$ cat src/rtl/reset_sequencer.sv
// -----------------------------------------------------------------------------
// reset_sequencer
//   Power-on / soft reset sequencer. It holds every downstream block in reset,
//   then releases the block resets one at a time in index order. Each release
//   waits for a minimum gap and for the previous stage's ready acknowledge. A
//   watchdog moves the sequence on if an acknowledge never arrives, and it
//   records the first stage that timed out.
//
// Ports
//   clk          : system clock; all logic uses the rising edge
//   rst_n        : board reset, active low. Assertion is asynchronous.
//                  Deassertion passes through an internal synchroniser.
//   soft_rst_req : synchronous level request to re-run the whole sequence
//   stage_ready  : [i] high once the block behind reset_out[i] is up
//   reset_out    : active-high block resets, released in order 0..NUM_OUTS-1
//   done         : high once all stages are released and the last is ready
//   fault        : sticky flag; some stage missed its ready within TIMEOUT
//   fault_stage  : index of the first stage that timed out
// -----------------------------------------------------------------------------
module reset_sequencer #(
    parameter int NUM_OUTS    = 4,
    parameter int SYNC_STAGES = 2,
    parameter int HOLD_CYCLES = 10,
    parameter int STAGE_GAP   = 16,
    parameter int TIMEOUT     = 1024,
    parameter int CNT_W       = 16,
    localparam int IDX_W      = (NUM_OUTS > 2) ? $clog2(NUM_OUTS) : 1
) (
    input  logic                clk,
    input  logic                rst_n,
    input  logic                soft_rst_req,
    input  logic [NUM_OUTS-1:0] stage_ready,
    output logic [NUM_OUTS-1:0] reset_out,
    output logic                done,
    output logic                fault,
    output logic [IDX_W-1:0]    fault_stage
);

    typedef enum logic [1:0] {ST_HOLD, ST_WAIT, ST_DONE} state_t;

    // ---------------- rst_n deassertion synchroniser ----------------
    logic [SYNC_STAGES-1:0] sync_q;
    logic                   rst_sync;

    always_ff @(posedge clk or negedge rst_n) begin
        if (!rst_n) sync_q[0] <= 1'b0;
        else        sync_q[0] <= 1'b1;
    end

    generate
        for (genvar gi = 1; gi < SYNC_STAGES; gi++) begin : g_sync
            always_ff @(posedge clk or negedge rst_n) begin
                if (!rst_n) sync_q[gi] <= 1'b0;
                else        sync_q[gi] <= sync_q[gi-1];
            end
        end
    endgenerate

    assign rst_sync = sync_q[SYNC_STAGES-1];

    // ---------------- sequencer state ----------------
    state_t               state_q,       state_d;
    logic [CNT_W-1:0]     cnt_q,         cnt_d;
    logic [IDX_W-1:0]     idx_q,         idx_d;
    logic [NUM_OUTS-1:0]  reset_out_q,   reset_out_d;
    logic                 done_q,        done_d;
    logic                 fault_q,       fault_d;
    logic [IDX_W-1:0]     fault_stage_q, fault_stage_d;
    // Soft request seen on the previous edge. HOLD does not count on the first
    // edge after the request drops. This gives the request-drop to release
    // delay of one settle cycle plus HOLD_CYCLES.
    logic                 soft_q,        soft_d;

    logic [IDX_W-1:0]     idx_inc;
    logic                 ready_ok;
    logic                 timed_out;

    assign idx_inc   = idx_q + 1'b1;
    assign ready_ok  = stage_ready[idx_q] && (cnt_q >= CNT_W'(STAGE_GAP - 1));
    assign timed_out = (cnt_q == CNT_W'(TIMEOUT - 1));

    always_ff @(posedge clk or negedge rst_n) begin
        if (!rst_n) begin
            state_q       <= ST_HOLD;
            cnt_q         <= '0;
            idx_q         <= '0;
            reset_out_q   <= '1;
            done_q        <= 1'b0;
            fault_q       <= 1'b0;
            fault_stage_q <= '0;
            soft_q        <= 1'b0;
        end else begin
            state_q       <= state_d;
            cnt_q         <= cnt_d;
            idx_q         <= idx_d;
            reset_out_q   <= reset_out_d;
            done_q        <= done_d;
            fault_q       <= fault_d;
            fault_stage_q <= fault_stage_d;
            soft_q        <= soft_d;
        end
    end

    always_comb begin
        state_d       = state_q;
        cnt_d         = cnt_q;
        idx_d         = idx_q;
        reset_out_d   = reset_out_q;
        done_d        = done_q;
        fault_d       = fault_q;
        fault_stage_d = fault_stage_q;
        soft_d        = rst_sync & soft_rst_req;

        if (!rst_sync) begin
            // The sequencer stays frozen in HOLD until the synchroniser releases.
        end else if (soft_rst_req) begin
            // A soft request wins over any release or timeout on the same edge.
            state_d     = ST_HOLD;
            cnt_d       = '0;
            idx_d       = '0;
            reset_out_d = '1;
            done_d      = 1'b0;
        end else begin
            unique case (state_q)
                ST_HOLD: begin
                    if (soft_q) begin
                        cnt_d = '0;
                    end else if (cnt_q == CNT_W'(HOLD_CYCLES - 1)) begin
                        reset_out_d[0] = 1'b0;
                        idx_d          = '0;
                        cnt_d          = '0;
                        state_d        = ST_WAIT;
                    end else begin
                        cnt_d = cnt_q + 1'b1;
                    end
                end
                ST_WAIT: begin
                    if (ready_ok || timed_out) begin
                        // When the timeout fires, the sequence still moves on.
                        // Only the first offending stage is recorded.
                        if (!ready_ok) begin
                            fault_d = 1'b1;
                            if (!fault_q) fault_stage_d = idx_q;
                        end
                        if (idx_q == IDX_W'(NUM_OUTS - 1)) begin
                            done_d  = 1'b1;
                            state_d = ST_DONE;
                        end else begin
                            reset_out_d[idx_inc] = 1'b0;
                            idx_d                = idx_inc;
                            cnt_d                = '0;
                        end
                    end else begin
                        cnt_d = cnt_q + 1'b1;
                    end
                end
                default: begin
                    // ST_DONE: hold the outputs until a soft reset or rst_n.
                end
            endcase
        end
    end

    assign reset_out   = reset_out_q;
    assign done        = done_q;
    assign fault       = fault_q;
    assign fault_stage = fault_stage_q;

endmodule

$ cat config.mk
export PLATFORM = sky130hd
export DESIGN_NAME = reset_sequencer
export DESIGN_NICKNAME = d
export VERILOG_FILES = /design/src/rtl/reset_sequencer.sv
export SDC_FILE = /design/constraint.sdc
export NUM_CORES = 1
export LEC_CHECK = 0
export CAP_MARGIN = 0
export CORE_MARGIN = 2
export CORE_UTILIZATION = 60
export DETAILED_ROUTE_END_ITERATION = 10
export DONT_BUFFER_PORTS = 1
export PLACE_DENSITY = 0.75
export SYNTH_ARGS = -nofsm -noshare
export SYNTH_HDL_FRONTEND = slang
export SYNTH_SLANG_ARGS = --single-unit
$ cat constraint.sdc
create_clock -name clk -period 3.5 [get_ports clk]
set_input_delay 0.525 -clock clk [delete_from_list [all_inputs] [get_ports clk]]
set_output_delay 0.525 -clock clk [all_outputs]
set_load 0.01 [all_outputs]
Yosys cells after proc, flatten, opt, wreduce, memory -nomap -nowiden --
Cells that the tools add are included.
Cells by class: order comparisons 4, bitwise operators 6, mux-type cells 33, add/sub/neg operators 2, reductions and logical operators 15, equal/unequal tests 11
Operators with widths (count):
- $mux 16 | 5
- $pmux 16 s2 | 1
- $mux 2 | 10
- $reduce_and 6->1 | 3
- $add 16x1->16 const B | 1
- $eq 16x10->1 const B | 1
- $eq 16x4->1 const B | 1
- $ge 16x4->1 const B | 1
- $ne 3x3->1 const B | 5
- $mux 4 | 3
- $mux 1 | 8
- $pmux 2 s2 | 2
- $reduce_and 4->1 | 2
- $lt 2x3->1 const B | 2
- $reduce_bool 2->1 | 3
- $reduce_and 5->1 | 1
- $and 4x4->4 | 1
- $ne 4x4->1 const B | 1
- $not 4->4 | 1
- $mux 3 | 1
- $not 1->1 | 3
- $reduce_and 3->1 | 1
- $reduce_bool 3->1 | 1
- $add 2x1->2 const B | 1
- 11 further kinds | 12
Word-level totals: bits of input ports 7, logic and storage cells 82, output and inout bits 8, register bits after elaboration 31

Depth between registers and ports, before layout --
Gate-level depths: netlist of the first run.
depth after elaboration 11, mapped depth 9, depth with buffers taken out 7

Least setup slack after synthesis of the first run --
Ideal clock, no wire load.
kind input to register, from input stage_ready[3], to register cnt_q[9], stages on the path 6, data arrival time 2.058 ns, slack 1.364 ns, buffers on the path 1, cell sequence mux4_2 -> a21oi_2 -> o31ai_2 -> buf_6 -> or4_1 -> a21oi_1
Between the ends: word-level cells in the longest chain between the ends 7, elaborated cells between the ends (all ways) 9, classes of those cells eq/ne: 1; mux: 5; reduce/logical: 3
RTL lines:
- start, declared | line 32 | input logic [NUM_OUTS-1:0] stage_ready,
- $bmux 1 s2 (*) | line 79 | assign ready_ok = stage_ready[idx_q] && (cnt_q >= CNT_W'(STAGE_GAP - 1));
- $mux 1 (implied by the code) (*) | line 79
- $logic_and 1x1->1 (*) | line 79
- $logic_or 1x1->1 (*) | line 138 | if (ready_ok || timed_out) begin
- $mux 16 | line 138
- $pmux 16 s2 | line 124 | unique case (state_q)
- $mux 16 | line 116 | end else if (soft_rst_req) begin
- end signal, assigned | line 94 | cnt_q <= cnt_d;
- end, declared | line 63 | logic [CNT_W-1:0] cnt_q, cnt_d;
Mark *: on every way between the ends. The rest lies on a longest branch, timed or not. The select of a mux whose other input is x is not followed. A chain may end at the register's enable or synchronous reset.

Worst setup path in the final report of the first run --
from register cnt_q[4], to register cnt_q[3]
Between the ends: word-level cells in the longest chain between the ends 6, elaborated cells between the ends (all ways) 12, classes of those cells order compare: 1; eq/ne: 3; mux: 5; reduce/logical: 3
RTL lines (line):
- $ge 16x4->1 | 79
- $logic_and 1x1->1 | 79
- $logic_or 1x1->1 | 138
- $mux 16 | 138
- $pmux 16 s2 | 124
- $mux 16 | 116
Several ways; a longest one is shown, not always the timed one.

==> Flow_metrics.wiki, run 1 <==
{| class="wikitable"
! Metric !! Value
|-
| TritonCTS sink count || 31
|-
| Final setup fails || 0
|-
| Post-synthesis sequential area ratio || approximately 45%
|-
| RR Endpoint || cnt_q[3]
|-
| DP HPWL || around 2400 um
|-
| Die outline width || between 50 and 60 um
|-
| Proportion of synthesized flip-flops having asynchronous set or reset || between 90% and 100%
|-
| Transition at the pin with the smallest max-transition slack || roughly 1300 ps
|-
| Total via count in the routed design || 1400
|-
| EDFF count, synth || 0
|-
| Post-route worst setup slack || between 700 and 800 ps
|-
| DRC Markers || 0
|-
| Total Power Consumption || around 640 uW
|-
| Fraction of synthesized cell area taken by the top area cell type || about two fifths
|-
| Kind of start point of the critical path || register
|-
| Via count of the first global-routing pass || 1377
|-
| Synth cell types || 51
|-
| Final Critical Period || 2760 ps
|-
| Summed instance area of the synthesized netlist || ~0.0017 sq mm
|-
| Rows || 19
|-
| Final routed wire length divided by cell count || 16.0 um
|-
| Clock buffers created by TritonCTS || 5
|-
| Count of cells along the worst register-to-register path || 6
|-
| Maximum ir drop on the vdd rail || roughly 0.00034 V
|-
| Launching point of the worst reg2reg path || cnt_q[4]
|-
| Layout overhead on the synthesized area || 4.30%
|-
| Fin Hold WS || about 31 ps
|-
| Syn_area_per_cell || ~9.6 sq um
|-
| Buffer levels on the longest clock path || 2
|-
| Data required time at the worst endpoint || between 3000 and 4000 ps
|-
| Antenna Violating Nets Remaining || 0
|-
| Pwr/cell area || ~350 mW/mm^2
|-
| Number of pins exceeding their max-slew limit in the final report || 0
|-
| Top Ports || 15
|-
| Number of nets in the final layout || 197
|-
| Kind of end point of the critical path || register
|-
| Arrival time at the worst endpoint || 2960 ps
|-
| Clock tree root buffer cell || sky130_fd_sc_hd__clkbuf_4
|-
| CTS H-tree depth || 2
|-
| Aggregate global-route resource usage || a little under a quarter
|-
| Met1 global-route usage || between 20% and 30%
|-
| Clock tree from TritonCTS || done
|-
| Final period util || about four fifths
|-
| Class of the tightest hold or removal check || primary input to asynchronous set/reset pin
|-
| Max-cap check violation count || 0
|-
| First-pass GRT wire length || 5910 um
|-
| Register clock-pin slew on the reported worst setup and hold paths || approximately 90 ps
|-
| Number of synthesized register bits || 31
|-
| Die outline height || 58.0 um
|-
| Global Route met3 Usage || around 7.6%
|-
| Fill cell total of the finished layout || around 220
|-
| Area of the core || roughly 0.0028 sq mm
|-
| Syn Inst Count || between 150 and 200
|-
| Remaining global-route overflow || 0
|-
| Setup Slack @ Placement || ~820 ps
|-
| Post-Route WL || roughly 3400 um
|-
| Starting Density || between 60% and 70%
|-
| Largest fanout of any net on the critical path || 22
|-
| Placer congestion estimate || a little over 0.9
|-
| Highest-utilization routing layer at the global route stage || met2
|-
| Count of synthesis-stage warnings from yosys || 0
|-
| Main area contributors after synthesis || sky130_fd_sc_hd__dfrtp_1 39%, sky130_fd_sc_hd__dfstp_2 6.0%, sky130_fd_sc_hd__ha_1 5.0%
|-
| Insertion delay to the later sink of the worst-skew pair || around 320 ps
|-
| DRT Pass-1 Iters || 4
|-
| Path type of the worst setup path || register to register
|-
| Pin count of the biggest net entering global routing || 28
|-
| Outcome || complete, no violations
|-
| Input/output buffers || 0
|-
| Cell accounting for the most synthesized area || sky130_fd_sc_hd__dfrtp_1
|-
| RSZ-0062 raised after global routing || false
|-
| Leak Pwr || roughly 0.00075 uW
|-
| Met2 layer usage reported by global route || around 38%
|-
| Area of the die || 0.00336 sq mm
|-
| Starting DRC count in detailed routing || 55
|-
| Number of antenna diodes || 0
|-
| Final TNS setup || 0 ps
|-
| Vias per Instance || between 6 and 7
|-
| Highest clock rate || ~360 MHz
|-
| Quantity of gates resized following cts || 0
|-
| Reg2reg setup slack || between 700 and 800 ps
|-
| Number of antenna violations at the first check in global routing || 0
|-
| Remaining max-slew budget at the tightest pin || around 15%
|-
| Clock Skews || approximately 4.6 ps
|-
| Post-synth net total || 196
|-
| Final hold violations || 0
|-
| Most instantiated flip-flop cell in the synthesis netlist || sky130_fd_sc_hd__dfrtp_1
|-
| Share of cells above drive strength 1 || under 10%
|}
worst max-delay path by stage:
stage	start	to	slack [ps]	cells after the start
6_report	cnt_q[4]	cnt_q[3]	740	6
3_5_place_dp	cnt_q[4]	cnt_q[3]	820	6
2_1_floorplan	stage_ready[3]	cnt_q[9]	1360	6
3_3_place_gp	cnt_q[10]	cnt_q[3]	950	6
4_1_cts	cnt_q[4]	cnt_q[3]	800	6
5_1_grt	state_q[1]	cnt_q[3]	540	6
timing repair:
action                                  in CTS  in global routing
endpoints found under the hold margin       27                  0
endpoints found under the setup margin       0                  0
setup buffers                                0                  0
hold buffers                                 2                  0
metal layers:
| layer | up-vias | part of all wire [%] |
|---|---|---|
| li1 | 667 | - |
| met1 | 693 | 44 |
| met2 | 34 | 50 |
| met3 | 6 | 5.0 |
| met4 | 0 | 1.5 |
| met5 | - | 0 |
flip-flops by register name, summed over array words and instances, names as in the netlist:
register and cells:
cnt_q 16, reset_out 4, fault_stage 2, idx_q 2, state_q 2, done 1, fault 1, rst_sync 1
soft_q 1, sync_q 1
per-stage QoR:
stage               utilization, %  std cells  area (sq um)
floorplan                        -        182          1750
global placement              63.2        205          1740
detailed placement            63.2        205          1740
CTS                           66.1        215          1820
global route                  66.1        215          1820
finish                        66.1        215          1820
power breakdown:
part,total (uW),leakage [uW],switching (uW),internal (uW)
Combinational,64.9,0.000320,40.3,24.6
Clock,193,0.0000265,113,79.9
Sequential,384,0.000405,14.0,370
Total,642,0.000751,167,475
Yosys cell counts (2+ instances only):
master,n
sky130_fd_sc_hd__a21o_1,2
sky130_fd_sc_hd__a21oi_1,15
sky130_fd_sc_hd__a21oi_2,2
sky130_fd_sc_hd__a31oi_1,2
sky130_fd_sc_hd__a32o_1,2
sky130_fd_sc_hd__and2_1,5
sky130_fd_sc_hd__and3_1,4
sky130_fd_sc_hd__clkbuf_1,5
sky130_fd_sc_hd__dfrtp_1,27
sky130_fd_sc_hd__dfstp_2,4
sky130_fd_sc_hd__ha_1,7
sky130_fd_sc_hd__inv_1,9
sky130_fd_sc_hd__mux2_1,2
sky130_fd_sc_hd__nand2_1,14
sky130_fd_sc_hd__nand3_1,7
sky130_fd_sc_hd__nand3b_1,2
sky130_fd_sc_hd__nand4_1,3
sky130_fd_sc_hd__nor2_1,12
sky130_fd_sc_hd__nor3_1,2
sky130_fd_sc_hd__nor4_1,2
sky130_fd_sc_hd__o21ai_0,2
sky130_fd_sc_hd__o21ai_1,8
sky130_fd_sc_hd__o31ai_1,8
sky130_fd_sc_hd__or3_1,4
sky130_fd_sc_hd__or4_1,4
sky130_fd_sc_hd__xnor2_1,3
worst max-delay path, stage by stage (launching register included):
cell and delay, ps:
sky130_fd_sc_hd__dfrtp_1 480, sky130_fd_sc_hd__and4_4 270, sky130_fd_sc_hd__and3_1 280, sky130_fd_sc_hd__a21oi_2 120
sky130_fd_sc_hd__o31ai_2 1060, sky130_fd_sc_hd__or2_1 320, sky130_fd_sc_hd__o31ai_1 100
logic make-up after synthesis:
group,count (synthesis),share of synthesized area (%)
AO/OA/AOI/OAI,54,21.0
XOR/XNOR,3,1.50
adder cells (fa/ha/maj),7,5.01
buffers and inverters,17,4.37
flip-flops,31,44.7
multiplexers,3,2.58
other,1,0.215
AND/OR/NAND/NOR,66,20.6
cell type report:
| type | count | area (sq um) | area share [%] |
|---|---|---|---|
| Multi-Input combinational cell | 134 | 891 | 48.9 |
| Sequential cell | 31 | 781 | 42.8 |
| Clock buffer | 8 | 48.8 | 2.68 |
| Tap cell | 31 | 38.8 | 2.13 |
| Inverter | 9 | 33.8 | 1.85 |
| Timing Repair Buffer | 2 | 30.0 | 1.65 |
layout by cell type (no fill, tap or decap), types with 4 or more instances in the layout:
master                     instances
sky130_fd_sc_hd__ha_1              7
sky130_fd_sc_hd__nor2_1           12
sky130_fd_sc_hd__or4_1             4
sky130_fd_sc_hd__inv_1             9
sky130_fd_sc_hd__and2_1            5
sky130_fd_sc_hd__clkbuf_4          5
sky130_fd_sc_hd__nand3_1           7
sky130_fd_sc_hd__dfstp_2           4
sky130_fd_sc_hd__or3_1             4
sky130_fd_sc_hd__o21ai_1           8
sky130_fd_sc_hd__nand2_1          14
sky130_fd_sc_hd__and3_1            4
sky130_fd_sc_hd__a21oi_1          15
sky130_fd_sc_hd__dfrtp_1          27
sky130_fd_sc_hd__o31ai_1           8
Power figures use the tool's default switching activity.
==> run 2: changes to the inputs <==
Clock period 3.5 ns to 2.8 ns, I/O delays scaled along.
==> run 2 against run 1 <==
Sequential share of layout area decreased by 0.38 points. Sequential cell count unchanged. Combinational power increased by 34%. Clock power increased by 24%. Register-to-register slack got worse by 440 ps. Non-clock buffer count increased by 2. Core utilization increased by 0.59 points. Setup slack got worse by 440 ps. Design area increased by 0.89%. Critical path depth unchanged. Sequential power increased by 26%. Maximum frequency increased by 10%. Largest cell class unchanged. Highest routed layer unchanged.
==> Flow_metrics.wiki, run 2 (synthesized netlist as in run 1, its figures left out) <==
{| class="wikitable"
! Metric !! Value
|-
| Antenna Violating Nets Remaining || 0 (unchanged)
|-
| Kind of end point of the critical path || register
|-
| Buffer levels on the longest clock path || 2 (unchanged)
|-
| Final routed wire length divided by cell count || 16.9 um (+6.0%)
|-
| Top Ports || 15 (unchanged)
|-
| RSZ-0062 raised after global routing || false
|-
| Final hold violations || 0 (unchanged)
|-
| Insertion delay to the later sink of the worst-skew pair || 330 ps (about the same)
|-
| DP HPWL || 2630 um (+9.2%)
|-
| Number of nets in the final layout || 199 (+1.0%)
|-
| Arrival time at the worst endpoint || 2760 ps (-200 ps)
|-
| Most common library cell in the layout ignoring fill and taps || sky130_fd_sc_hd__dfrtp_1
|-
| Post-CTS setup buffers || 0 (unchanged)
|-
| Remaining max-slew budget at the tightest pin || 64.5% (+50 points)
|-
| Die outline width || 58.0 um (unchanged)
|-
| Input/output buffers || 0 (unchanged)
|-
| Non-filler instance count after layout || 217 (+0.93%)
|-
| Pwr/cell area || 440 mW/mm^2 (+25%)
|-
| Cell area after placement || 0.00175 sq mm (+0.43%)
|-
| Hold-fix buffers at CTS || 2 (unchanged)
|-
| Class of the tightest hold or removal check || primary input to register
|-
| Clock buffers created by TritonCTS || 5 (unchanged)
|-
| Starting Density || 63.4% (unchanged)
|-
| Vias per Instance || 6.59 (+1.1%)
|-
| Clock Skews || 8.30 ps (+3.65 ps)
|-
| Register clock-pin slew on the reported worst setup and hold paths || 90 ps (about the same)
|-
| Clock tree from TritonCTS || done
|-
| Launching point of the worst reg2reg path || idx_q[0]
|-
| Via count of the first global-routing pass || 1367 (-0.73%)
|-
| Placed Instances || 206 (+0.49%)
|-
| Cell depth of the worst min-delay path || 2
|-
| Fill cell total of the finished layout || 234 (+6.8%)
|-
| Quantity of gates resized following cts || 0 (unchanged)
|-
| Final period util || 89.5% (+11 points)
|-
| Outcome || complete, no violations
|-
| Aggregate global-route resource usage || 24.9% (+1.6 points)
|-
| Largest fanout of any net on the critical path || 15 (-32%)
|-
| Register with the most flip-flops || cnt_q
|-
| Leak Pwr || 0.000764 uW (+1.7%)
|-
| Final setup fails || 0 (unchanged)
|-
| RR Endpoint || cnt_q[5]
|-
| Post-Route WL || 3680 um (+7.0%)
|-
| Remaining global-route overflow || 0 (unchanged)
|-
| Transition at the pin with the smallest max-transition slack || 530 ps (-745 ps)
|-
| Area of the die || 0.00336 sq mm (unchanged)
|-
| Data required time at the worst endpoint || 3050 ps (-650 ps)
|-
| TritonCTS sink count || 31 (unchanged)
|-
| Count of cells along the worst register-to-register path || 6 (unchanged)
|-
| Number of flip-flops under the largest register name || 16 (unchanged)
|-
| Kind of start point of the critical path || register
|-
| DRC Markers || 0 (unchanged)
|-
| Commonest non-fill, non-tap cells in the layout || 27 x sky130_fd_sc_hd__dfrtp_1, 15 x sky130_fd_sc_hd__a21oi_1, 14 x sky130_fd_sc_hd__nand2_1, 12 x sky130_fd_sc_hd__nor2_1, 9 x sky130_fd_sc_hd__inv_1
|-
| Total via count in the routed design || 1429 (+2.1%)
|-
| Layout overhead on the synthesized area || 5.23%
|-
| Number of antenna diodes || 0 (unchanged)
|-
| Area of the core || 0.00276 sq mm (unchanged)
|-
| Reg2reg setup slack || 290 ps (-440 ps)
|-
| DRT Pass-1 Iters || 4 (unchanged)
|-
| Number of antenna violations at the first check in global routing || 0 (unchanged)
|-
| Pin count of the biggest net entering global routing || 32 (+14%)
|-
| Path type of the worst setup path || register to register
|-
| Max-cap check violation count || 0 (unchanged)
|-
| Final Critical Period || 2510 ps (-255 ps)
|-
| Clock tree root buffer cell || sky130_fd_sc_hd__clkbuf_4
|-
| Die outline height || 58.0 um (unchanged)
|-
| First-pass GRT wire length || 6280 um (+6.3%)
|-
| Starting DRC count in detailed routing || 73 (+33%)
|-
| Origin of the worst min-delay path || soft_rst_req
|-
| Highest clock rate || 399 MHz (+10%)
|-
| Final design area excluding fillers || 0.00184 sq mm (+0.89%)
|-
| CTS H-tree depth || 2 (unchanged)
|-
| Placer congestion estimate || 0.854 (-6.6%)
|-
| Share of cells above drive strength 1 || 10.2% (+1.5 points)
|-
| Final TNS setup || 0 ps (unchanged)
|-
| Number of pins exceeding their max-slew limit in the final report || 0 (unchanged)
|-
| Rows || 19 (unchanged)
|-
| Maximum ir drop on the vdd rail || 0.000413 V (+22%)
|-
| Worst Hold Endpoint || reset_out[0]
|}
[run 2: worst max-delay path, cell delays in order (launching register included)]
cell	delay (ps)
sky130_fd_sc_hd__dfrtp_1	520
sky130_fd_sc_hd__mux4_2	620
sky130_fd_sc_hd__a21oi_2	210
sky130_fd_sc_hd__o31ai_2	170
sky130_fd_sc_hd__buf_4	230
sky130_fd_sc_hd__or4b_1	510
sky130_fd_sc_hd__a21oi_1	170
[run 2: final cells by class]
class                      count  area (sq um)  share of cell area [%]
multi-input combinational    134           891                    48.4
clock buffer                   7          45.0                    2.45
inverter                       9          33.8                    1.84
tap                           31          38.8                    2.11
sequential                    31           781                    42.4
timing repair buffer           4          45.0                    2.45
clock inverter                 1          5.00                   0.272
[run 2: through the flow]
| step | utilization, % | total power (uW) | hold slack [ps] | worst slack [ps] |
|---|---|---|---|---|
| after floorplan | - | 544 | 124 | 673 |
| after global placement | 63.5 | 559 | 125 | 293 |
| after detailed placement | 63.5 | 562 | 125 | 66.8 |
| after CTS | 66.4 | 819 | 280 | 48.6 |
| after global routing | 66.7 | 857 | 278 | 108 |
| final | 66.7 | 808 | 294 | 295 |
[run 2: worst max path at each step]
stage / end / start / depth (start not counted)
final: cnt_q[5] / idx_q[0] / 6
after global routing: cnt_q[14] / idx_q[0] / 6
after CTS: cnt_q[3] / cnt_q[10] / 6
after detailed placement: cnt_q[3] / cnt_q[10] / 6
after global placement: cnt_q[3] / cnt_q[10] / 6
after floorplan: cnt_q[9] / idx_q[0] / 6
[run 2: power breakdown]
group	switching, uW	total (uW)	internal (uW)
Sequential	18.9	482	463
Clock	142	240	97.6
Combinational	52.9	87.1	34.2
[run 2: metal layers]
metal / GRT usage [%] / vias to the layer above / part of all wire (%)
met5: 0 / - / 0
met4: 12.0 / 0 / 2.6
met3: 7.81 / 12 / 4.4
met2: 39.8 / 33 / 49
met1: 30.8 / 704 / 44
li1: - / 680 / -
==> RTL edit 1: new RTL, config.mk and constraints of run 2 <==
Register the output `fault_stage` once more, with the module's reset; this adds one clock of latency there. The other outputs are not delayed to match.
--- a/src/rtl/reset_sequencer.sv
+++ b/src/rtl/reset_sequencer.sv
@@ -164,7 +164,13 @@
     assign reset_out   = reset_out_q;
     assign done        = done_q;
     assign fault       = fault_q;
-    assign fault_stage = fault_stage_q;
+    always_ff @(posedge clk or negedge rst_n) begin
+        if (!rst_n) begin
+            fault_stage <= '0;
+        end else begin
+            fault_stage <= fault_stage_q;
+        end
+    end
 
 endmodule
 
Function: same outputs for any inputs over 10 cycles, from zero or initial values and one cycle with rst_n low; that may be too few to reach the edited logic, so the function may still have changed.
==> RTL edit 1 against run 2 <==
  * Synthesized area rose by 4.4%
  * Wire length rose by 1.8%
  * Largest cell class unchanged
  * Critical path type unchanged
  * Worst hold slack improved by 24 ps
  * Sequential cell count rose by 2
  * Cell count rose by 3.2%
  * Highest routed layer unchanged
  * Worst setup slack got worse by 130 ps
  * Total power rose by 12%
  * Final area rose by 7.1%
  * Critical path depth rose by 1
==> RTL edit 1: results (changes against run 2) <==
- Status: finished, final reports clean
- Hold Crit Endpoint: reset_out[3]$_DFFE_PN1P_
- Reg area: 831 µm² (+6.4%)
- Comb pwr: 128 µW (+47%)
- Crit path max fanout: 11 (-4)
- Clock Power Share: 28.6% (-1.0 points)
- P_leak: 0.861 nW (+13%)
- Hold slack final: 319 ps (+24.4 ps)
- Total number of vias: 1476 (+3.3%)
- Multi-input gate share of the layout cell area: 46.5% (-2.0 points)
- Final core occ: 66.2% (-0.52 points)
- Peak VDD IR: 0.276 mV (-33%)
- Post-Place Setup Slack: 51.3 ps (-15.5 ps)
- Critical path launch point: cnt_q[7]$_DFFE_PN0P_
- Min Tclk post-route: 2630 ps (+128 ps)
- Pwr dens: 458 mW/mm² (+4.2%)
- Clock Skew: 5.51 ps (-2.79 ps)
- Setup slack, reg-to-reg: 170 ps (-130 ps)
- First-pass GRT wire length: 6250 µm (-0.45%)
- DRT iter0 DRCs: 139 (+90%)
- Dpl cells: 214 (+3.9%)
- Placed Area: 0.00188 mm² (+7.1%)
- Post-synth cell types: 45 (-12%)
- Most frequent cells after synthesis: 29 x dfrtp_1, 22 x nand2_1, 10 x nand3_1
- R2R depth: 7 (+1)
- Synth area leaders: dfrtp_1 40%, dfstp_2 5.8%, ha_1 4.8%
- # clk buffers: 6 (-1)
[RTL edit 1: per-layer routing]
| metal | up-vias | routed length (µm) | global-route usage [%] |
|---|---|---|---|
| met5 | - | 0 | 0 |
| met4 | 0 | 61 | 8.44 |
| met3 | 7 | 204 | 6.11 |
| met2 | 45 | 1910 | 40.8 |
| met1 | 731 | 1570 | 29.6 |
| li1 | 693 | - | - |
[RTL edit 1: kinds of logic (layout without fill, tap and decap cells)]
logic type,count (synthesis),count (layout),synth area share (%)
other cells,1,1,0.206
buf+inv,18,28,5.01
compound gates,46,46,19.2
fa+ha+maj,7,7,4.80
flops,33,33,45.5
mux,4,4,3.09
simple gates,72,72,22.2
[RTL edit 1: critical path, stage by stage (launching register included)]
cell      delay [ps]
dfrtp_1          440
or4_4            550
or4_4            570
a21oi_4          200
o221ai_2         150
buf_4            210
o21bai_1         160
a22o_1           240
==> RTL edit 2: new RTL, config.mk and constraints of run 2 <==
Without the edit above. The parameter `CNT_W` goes from 16 to 32.
--- a/src/rtl/reset_sequencer.sv
+++ b/src/rtl/reset_sequencer.sv
@@ -23,7 +23,7 @@
     parameter int HOLD_CYCLES = 10,
     parameter int STAGE_GAP   = 16,
     parameter int TIMEOUT     = 1024,
-    parameter int CNT_W       = 16,
+    parameter int CNT_W       = 32,
     localparam int IDX_W      = (NUM_OUTS > 2) ? $clog2(NUM_OUTS) : 1
 ) (
     input  logic                clk,
Function: no difference found for any inputs over 10 cycles, from zero or initial values and one cycle with rst_n low; that may be too few to reach the edited logic, so the function may still have changed.
==> RTL edit 2 against run 2 <==
  * Sequential cell count up 16
  * Total power up 66%
  * Worst hold slack got worse by 89 ps
  * Final area up 66%
  * Sequential power grew 48%
  * Non-clock buffer count is 13 higher
  * Global-route usage rose by 1.2 points
  * Worst setup slack worse by 230 ps
  * Clock power increased by 110%
  * Largest cell class unchanged
  * Synthesized area is 57% higher
  * Wire length increased by 70%
==> RTL edit 2: results (changes against run 2) <==
- Placed Area: 0.00291 mm² (+66%)
- Most frequent cells after synthesis: 43 x dfrtp_1, 32 x o21ai_0, 19 x a22o_1
- Synth area leaders: dfrtp_1 39%, a22o_1 6.1%, o21ai_0 5.8%
- Post-synth cell types: 46 (-9.8%)
- Hold path depth: 1 (-1)
- DRT iter0 DRCs: 282 (+290%)
- Hold_sp: soft_rst_req
- Post-DR wirelength/cell: 17.5 µm (+3.6%)
- Slew headroom: 60.0% (-4.4 points)
- Antenna cells: 0 (unchanged)
- Hold Crit Endpoint: state_q[0]$_DFFE_PN0P_
- Synth Flop Type: dfrtp_1
- Hold slack final: 205 ps (-89.5 ps)
- Top cell type's share of synthesized area: 39.2% (+0.54 points)
- First-pass GRT wire length: 10600 µm (+68%)
- Max reg flops: 32 (+16)
- P_leak: 1.41 nW (+85%)
- Worst skew pair latency: 300 ps (-30 ps)
- Share of cells above drive strength 1: 16.1% (+5.9 points)
- Crit path max fanout: 4 (-11)
- HPWL Detailed: 4360 µm (+66%)
- Total number of vias: 2351 (+65%)
- Setup slack, reg-to-reg: 70 ps (-230 ps)
- Nets: 317 (+59%)
- Synth Area in Adders: 3.19% (-1.8 points)
- Mux share of post-synthesis cell area: 4.10% (+1.5 points)
- IO buf count: 0 (unchanged)
- Routability congestion estimate: 0.819 (-4.0%)
- Status: finished, final reports clean
- Peak VDD IR: 0.284 mV (-31%)
- Seq/Total Area, Yosys: 43.0% (-1.6 points)
- Post-Syn Nets: 305 (+56%)
- Vias in the first global route: 2225 (+63%)
- Largest net degree at the start of global routing: 48 (+50%)
- Xor-xnor portion of the synthesized cell area: 0% (-1.5 points)
- Synth Area in Compound Gates: 19.8% (-1.2 points)
- FF-to-FF End: cnt_q[22]$_DFFE_PN0P_
- Worst EP arrival: 2960 ps (+200 ps)
- Critical path launch point: cnt_q[14]$_DFFE_PN0P_
RTL edit 2: where the power goes:
part / leakage (nW) / total [mW] / switching [mW] / internal, mW
clock network: 0.0581 / 0.503 / 0.237 / 0.266
registers: 0.629 / 0.713 / 0.0190 / 0.694
logic: 0.722 / 0.125 / 0.0767 / 0.0479
total: 1.41 / 1.34 / 0.333 / 1.01
RTL edit 2: critical path, stage by stage (launching register included):
cell	delay [ps]
dfrtp_1	410
or4_4	550
or4_4	560
o211a_1	250
or3_4	360
o41a_1	420
o21ai_2	110
RTL edit 2: stage by stage:
stage	std cells	total power, mW	setup WS (ps)
2_1_floorplan	291	0.797	181
3_3_place_gp	346	0.827	131
3_5_place_dp	346	0.830	92.1
4_1_cts	356	1.35	67.5
5_1_grt	356	1.39	4.39
6_report	356	1.34	67.6
RTL edit 2: area by class of cell:
type / instances / area, µm²
repair buffers: 17 / 179
clock inverters: 3 / 43.8
multi-input cells: 225 / 1500
inverters: 7 / 26.3
well taps: 52 / 65.1
flip-flops and latches: 47 / 1180
clock buffers: 5 / 68.8
fillers: 341 / 1330
RTL edit 2: routing by layer:
| layer | vias up | global-route usage, % | part of all wire [%] |
|---|---|---|---|
| li1 | 1128 | - | - |
| met1 | 1163 | 37.1 | 46 |
| met2 | 50 | 42.1 | 49 |
| met3 | 10 | 3.09 | 3.6 |
| met4 | 0 | 8.18 | 1.3 |
| met5 | - | 0 | 0 |
RTL edit 2: cells by family (layout without fill, tap and decap cells):
kind of cell / after synthesis / after routing
buffers and inverters: 19 / 32
muxes: 9 / 9
other: 1 / 1
DFF: 47 / 47
adders and majority gates: 7 / 7
and+or+nand+nor: 129 / 129
AOI/OAI and AO/OA: 79 / 79
